==> src/rtl/mem_access_unit.sv <==
// MEM-stage load/store responder: one req/ack bus transaction per instruction, stalling the pipe.
// Optional MISALIGN_TRAP_EN: misaligned accesses skip the bus and complete with Misalign=1.
module mem_access_unit #(
  parameter int unsigned TIMEOUT_CYC = 255
) (
  input  logic        clk,
  input  logic        reset,
  input  logic        MemRead,
  input  logic        MemWrite,
  input  logic [2:0]  Funct3,
  input  logic [31:0] Addr,
  input  logic [31:0] WrData,
  output logic        Stall,
  output logic        Done,
  output logic [31:0] RdData,
  output logic        Misalign,
  output logic        BusErr,
  output logic        bus_req,
  output logic        bus_we,
  output logic [31:0] bus_addr,
  output logic [3:0]  bus_be,
  output logic [31:0] bus_wdata,
  input  logic        bus_ack,
  input  logic [31:0] bus_rdata
);

  localparam logic [1:0] IDLE = 2'd0;
  localparam logic [1:0] BUS  = 2'd1;
  localparam logic [1:0] DONE = 2'd2;

  localparam logic [7:0] TO_LAST = 8'(TIMEOUT_CYC - 1);

  logic [1:0]  state;
  logic [7:0]  cnt;
  logic [2:0]  f3_q;
  logic [1:0]  off_q;
  logic        req;
  logic        trap;
  logic [3:0]  be_d;
  logic [31:0] wd_d;
  logic [31:0] shifted;
  logic [31:0] load_data;

  assign req = MemRead | MemWrite;

  // Gated by reset so a pipeline held in reset never sees a stall.
  assign Stall = !reset && (((state == IDLE) && req) || (state == BUS));
  assign Done  = (state == DONE);

  always_comb begin
    be_d = 4'b1111;
    wd_d = WrData;
    unique case (Funct3)
      3'b000, 3'b100: begin
        be_d = 4'b0001 << Addr[1:0];
        wd_d = {4{WrData[7:0]}};
      end
      3'b001, 3'b101: begin
        be_d = 4'b0011 << {Addr[1], 1'b0};
        wd_d = {2{WrData[15:0]}};
      end
      default: begin
        be_d = 4'b1111;
        wd_d = WrData;
      end
    endcase
  end

`ifdef MISALIGN_TRAP_EN
  logic mis_d;
  logic mis_q;

  always_comb begin
    mis_d = 1'b0;
    if ((Funct3[1:0] == 2'b01) && Addr[0]) mis_d = 1'b1;
    if ((Funct3 == 3'b010) && (Addr[1:0] != 2'b00)) mis_d = 1'b1;
  end

  assign trap     = mis_d;
  assign Misalign = mis_q;

  always_ff @(posedge clk or posedge reset) begin
    if (reset) begin
      mis_q <= 1'b0;
    end else if ((state == IDLE) && req) begin
      mis_q <= mis_d;
    end
  end
`else
  assign trap     = 1'b0;
  assign Misalign = 1'b0;
`endif

  // Halves use only Addr[1]; a misaligned half falls back to its aligned lane.
  assign shifted = bus_rdata >> {off_q, 3'b000};

  always_comb begin
    load_data = bus_rdata;
    unique case (f3_q)
      3'b000:  load_data = {{24{shifted[7]}}, shifted[7:0]};
      3'b100:  load_data = {24'd0, shifted[7:0]};
      3'b001:  load_data = off_q[1] ? {{16{bus_rdata[31]}}, bus_rdata[31:16]}
                                    : {{16{bus_rdata[15]}}, bus_rdata[15:0]};
      3'b101:  load_data = off_q[1] ? {16'd0, bus_rdata[31:16]} : {16'd0, bus_rdata[15:0]};
      default: load_data = bus_rdata;
    endcase
  end

  always_ff @(posedge clk or posedge reset) begin
    if (reset) begin
      state     <= IDLE;
      cnt       <= 8'd0;
      f3_q      <= 3'd0;
      off_q     <= 2'd0;
      RdData    <= 32'd0;
      BusErr    <= 1'b0;
      bus_req   <= 1'b0;
      bus_we    <= 1'b0;
      bus_addr  <= 32'd0;
      bus_be    <= 4'd0;
      bus_wdata <= 32'd0;
    end else begin
      case (state)
        IDLE: begin
          if (req) begin
            f3_q      <= Funct3;
            off_q     <= Addr[1:0];
            bus_addr  <= {Addr[31:2], 2'b00};
            bus_we    <= MemWrite;
            bus_be    <= be_d;
            bus_wdata <= wd_d;
            cnt       <= 8'd0;
            BusErr    <= 1'b0;
            if (trap) begin
              state  <= DONE;
              RdData <= 32'd0;
            end else begin
              state   <= BUS;
              bus_req <= 1'b1;
            end
          end
        end
        BUS: begin
          if (bus_ack) begin
            state   <= DONE;
            bus_req <= 1'b0;
            RdData  <= load_data;
          end else if (cnt == TO_LAST) begin
            state   <= DONE;
            bus_req <= 1'b0;
            BusErr  <= 1'b1;
            RdData  <= 32'd0;
          end else begin
            cnt <= cnt + 8'd1;
          end
        end
        DONE:    state <= IDLE;
        default: state <= IDLE;
      endcase
    end
  end

endmodule

==> config.mk <==
export PLATFORM = sky130hd
export DESIGN_NAME = mem_access_unit
export DESIGN_NICKNAME = d
export VERILOG_FILES = /design/src/rtl/mem_access_unit.sv
export SDC_FILE = /design/constraint.sdc
export NUM_CORES = 1
export LEC_CHECK = 0
export ABC_CLOCK_PERIOD_IN_PS = 5300
export CELL_PAD_IN_SITES_DETAIL_PLACEMENT = 0
export CELL_PAD_IN_SITES_GLOBAL_PLACEMENT = 1
export CORE_MARGIN = 2
export CORE_UTILIZATION = 25
export CTS_CLUSTER_DIAMETER = 200
export DETAILED_ROUTE_END_ITERATION = 8
export PLACE_DENSITY = 0.76
export RECOVER_POWER = 100
export REMOVE_ABC_BUFFERS = 1
export SLEW_MARGIN = 20
export SYNTH_ARGS = -nofsm -noshare
export SYNTH_HDL_FRONTEND = slang
export SYNTH_SLANG_ARGS = --single-unit
==> constraint.sdc <==
create_clock -name clk -period 5.3 [get_ports clk]
set_input_delay 0.53 -clock clk [delete_from_list [all_inputs] [get_ports clk]]
set_output_delay 0.53 -clock clk [all_outputs]
set_load 0.05 [all_outputs]
Word-level counts from Yosys, hierarchy flattened
Cells that the tools add are included.
Cells by class
  reduce and logical (&&, ||, !) cells: 17
  shift operators: 3
  eq/ne operators: 14
  $add $sub $neg: 1
  bitwise logic cells: 1
  multiplexer cells: 23
Operators with widths (count)
  $pmux 32 s4: 1
  $mux 32: 3
  $pmux 32 s2: 1
  $shr 32x5->8: 1
  $mux 8: 3
  $mux 16: 1
  $pmux 8 s2: 1
  $eq 3x3->1 const B: 4
  $add 8x1->8 const B: 1
  $eq 8x8->1 const B: 1
  $pmux 4 s2: 1
  $reduce_and 4->1: 2
  $eq 3x1->1 const B: 2
  $logic_not 3->1: 2
  $mux 1: 6
  $mux 2: 3
  $ne 2x2->1 const B: 3
  $reduce_and 2->1: 3
  $pmux 1 s2: 2
  $pmux 2 s2: 1
  $reduce_bool 2->1: 2
  $reduce_or 2->1: 2
  $shl 1x2->4 const A: 1
  $shl 2x2->4 const A: 1
  other kinds (10): 11
Word-level totals
  word-level logic and storage cells: 70
  output and inout port bits: 106
  flip-flop bits (word level): 116

Logic depth before layout (Yosys ltp)
  depth after elaboration: 4
  mapped depth: 7

Worst setup path before layout
OpenSTA, ideal clock, no wires.
  path kind: reg-to-output
  from: register state[0]
  to: output Stall
  slack: 2741 ps
  data required time: 4770 ps
  stages on the path, launching flop included: 7
  arrival time: 2029 ps
  cell sequence: dfrtp_1 buf_6 nor2_1 o21ai_1 clkbuf_1 clkbuf_1 a21oi_1
On the way
  word-level cells in the longest chain between the ends: 4
  elaborated cells between the ends (all ways): 5
Ends and longest elaborated chain
  start: declaration: RTL line 33  | logic [1:0] state;
  start signal: assignment: RTL line 111  | state <= IDLE;
  start signal: assignment: RTL line 135  | state <= DONE;
  start signal: assignment: RTL line 138  | state <= BUS;
  $logic_not 2->1: RTL line 47  | assign Stall = !reset && (((state == IDLE) && req) || (state == BUS));
  $logic_and 1x1->1: RTL line 47
  $logic_or 1x1->1 (*): RTL line 47
  $logic_and 1x1->1 (*): RTL line 47
  end: declaration: RTL line 13  | output logic Stall,
Mark *: on every way between the ends. The rest lies on a longest branch, timed or not.

Worst setup path after layout
  from: register state[0]
  to: register bus_be[1]
On the way
  word-level cells in the longest chain between the ends: 2
Ends and longest elaborated chain
  $logic_not 2->1: RTL line 123  | case (state)
  $reduce_and 2->1 (no line)
  end signal: assignment: RTL line 120  | bus_be <= 4'd0;
  end signal: assignment: RTL line 130  | bus_be <= be_d;
  end: declaration: RTL line 21  | output logic [3:0] bus_be,
No other way between the ends.
A chain may end at the register's enable or synchronous reset.

==> summary.txt <==
Status
  • Status: finished, violations left
  • Failing checks: max-capacitance violations, max-slew violations

CTS
  • H-tree levels: 4
  • Clock Latency Late Sink: 0.40 ns
  • Post-CTS Resized: 0
  • CTS Hold Bufs: 0
  • TritonCTS clock tree: done
  • CTS max path bufs: 2
  • Clock sinks: 116
  • CTS root buf: clkbuf_16
  • Total CTS buffers: 17
  • Clock-pin slew on the worst setup and hold paths: 0.05 ns
  • Post CTS Setup Buffer Count: 0

Drt
  • First-pass DRT Iterations: 5
  • Post-DRT Antenna Nets: 0
  • Routed vias/inst: 4.61
  • WL/cell: 16.1 µm
  • WL final: 16.8 mm
  • Via count: 4808
  • DRC violations left: 0
  • DRT iter0 DRCs: 187

Timing
  • RSZ-0062 raised after global routing: false
  • WHS: 0.461 ns
  • Period utilization: 62.9%
  • Skew final: 0.00699 ns
  • TNS Setup: 0 ns
  • Max-slew violations: 225
  • Slew HR: -90.5%
  • Highest clock rate: 300 MHz
  • Crit path time final: 3.33 ns
  • Setup Viol. Count Final: 0
  • Final hold vios: 0
  • Tightest Pin Transition: 2.84 ns

Worst setup path
  • CP Max Fanout: 54
  • Crit Path Category: flop to flop
  • Crit path launch type: flop
  • Worst EP required: 5.63 ns
  • Crit end category: flop
  • WP data arrival: 3.66 ns

Synthesis
  • Synthesized instance count: 564
  • Most frequent cell after synthesis: nand2_1
  • Post-synthesis cell area: 5410 µm²
  • #FFs+latches synth: 116
  • Synth unique cells: 48
  • Top-area cell type share of the netlist area: 53.6%
  • Area contributors post-synth: dfrtp_1, nand2_1, o21ai_0
  • Syn Area/Cell: 9.59 µm²
  • Synth cell count leaders: nand2_1, dfrtp_1, o21ai_0
  • Warnings, synthesis: 0
  • Asr flop ratio synth: 100%
  • Most common flop cell mapped by yosys: dfrtp_1
  • EDFF count, synth: 0
  • Seq/Total Area, Yosys: 53.6%
  • Cell accounting for the most synthesized area: dfrtp_1

GRT
  • Initial antenna violation count: 0
  • Largest net degree at the start of global routing: 96
  • GR Util All Layers: 15.0%
  • GRT overflow: 0
  • Vias in the first global route: 4758
  • First-pass GRT wire length: 26.3 mm

Power and ir drop
  • Max VDD drop: 0.325 mV
  • PwrDens: 674 nW/µm²
  • Total Power: 5.56 mW
  • Leakage: 3.73 nW

Place
  • Routability Congestion: 0.743
  • Dpl hpwl: 11.5 mm
  • IO buf count: 206

Layout
  • Final net count: 864
  • Post-route core utilization: 39.0%
  • Layout area overhead: 52.4%
  • Share of layout cells above drive strength 1: 5.98%
  • # diodes: 0

Die
  • Starting density of the core: 25.6%
  • Core area: 21200 µm²
  • Number of cell rows: 53
  • Full die area: 22800 µm²
  • Die X: 151 µm
  • I/O pins: 210
  • Die height: 151 µm

Flow run
  • Maximum Capacitance Violations: 4

Hold path
  • Hold Crit Class: flop to flop
==> through the flow <==
stage	setup WS, ns	instances	cell area (µm²)
finish	1.97	1044	8250
global route	1.48	1044	8250
floorplan	0.193	524	5210
detailed placement	2.46	1014	7700
global placement	2.57	1014	7700
CTS	2.43	1044	8280
==> power by group <==
part / switching (mW) / total [mW] / internal, mW
logic: 2.02 / 2.91 / 0.887
clock network: 0.404 / 1.13 / 0.722
registers: 0.252 / 1.53 / 1.28
==> path summary, 6_finish.rpt <==
check | start | endpoint | slack [ns] | cells past startpoint
worst min-delay path | bus_be[1]$_DFFE_PP0P_ | bus_be[1]$_DFFE_PP0P_ | 0.46 | 2
worst max-delay path | state[0]$_DFFE_PP0P_ | bus_be[1]$_DFFE_PP0P_ | 1.97 | 5
worst min register to register | bus_be[1]$_DFFE_PP0P_ | bus_be[1]$_DFFE_PP0P_ | 0.46 | 2
min in group asynchronous | reset | bus_we$_DFFE_PP0P_ | 1.41 | 2
max in group asynchronous | reset | RdData[19]$_DFFE_PP0P_ | 2.52 | 3
worst max register to register | state[0]$_DFFE_PP0P_ | bus_be[1]$_DFFE_PP0P_ | 1.97 | 5
==> worst max-delay path, stage by stage, from the launching register on <==
cell	delay, ns
dfrtp_1	0.48
nor2_1	0.25
o21a_2	0.17
clkbuf_1	1.79
o21ai_0	0.32
nand2_1	0.16
==> kinds of logic (layout without fill, tap and decap cells) <==
group / Yosys count / in the layout / share of synthesized area, %
AND/OR/NAND/NOR: 232 / 232 / 19.1
AO/OA/AOI/OAI: 136 / 136 / 16.9
flip-flops: 116 / 116 / 53.6
buffers and inverters: 49 / 252 / 4.39
multiplexers: 28 / 28 / 5.46
adder cells (fa/ha/maj): 2 / 2 / 0.462
other: 1 / 3 / 0.0693
==> routing by layer <==
layer | share of wire [%] | global-route usage (%) | wire [µm] | vias to the layer above
li1 | - | - | - | 2359
met1 | 44 | 18.9 | 7390 | 2263
met5 | 0 | 0 | 0 | -
met4 | 0.68 | 3.36 | 114 | 0
met2 | 45 | 22.9 | 7490 | 177
met3 | 11 | 7.71 | 1790 | 9
==> cell type report <==
| cell class | instances | area, µm² |
|---|---|---|
| tap | 275 | 344 |
| fill | 2088 | 12900 |
| inverter | 7 | 27.5 |
| sequential | 116 | 2900 |
| timing repair buffer | 215 | 2120 |
| multi-input combinational | 401 | 2280 |
| clock buffer | 21 | 470 |
| clock inverter | 9 | 105 |
==> cells in the final DEF, fill, tap and decap left out, types with 5 or more instances in the layout <==
cell             Yosys  final
o2bb2ai_1            8      8
nand2_1            159    159
nand3_1              5      5
o21ai_0             52     54
nor3_1               5      5
buf_4                6      6
mux2i_1             25     25
inv_1                7      6
a211oi_1             6      6
clkbuf_16            0     17
nand2b_1            13     13
or3_1                5      5
dfrtp_1            116    116
dlygate4sd3_1        0    105
a221o_1             16     16
o22ai_1              6      6
a211o_1              6      6
a32o_1               8      8
nor2b_1              8      8
nor2_1              20     20
a21oi_1             21     21
clkdlybuf4s50_1      0    101
==> sequential cells by signal, summed over array words and instances, names as in the netlist, 2 cells and up <==
name	cells
off_q	2
bus_addr	30
state	2
cnt	8
RdData	32
bus_be	4
bus_wdata	32
f3_q	3
Power figures use the tool's default switching activity.
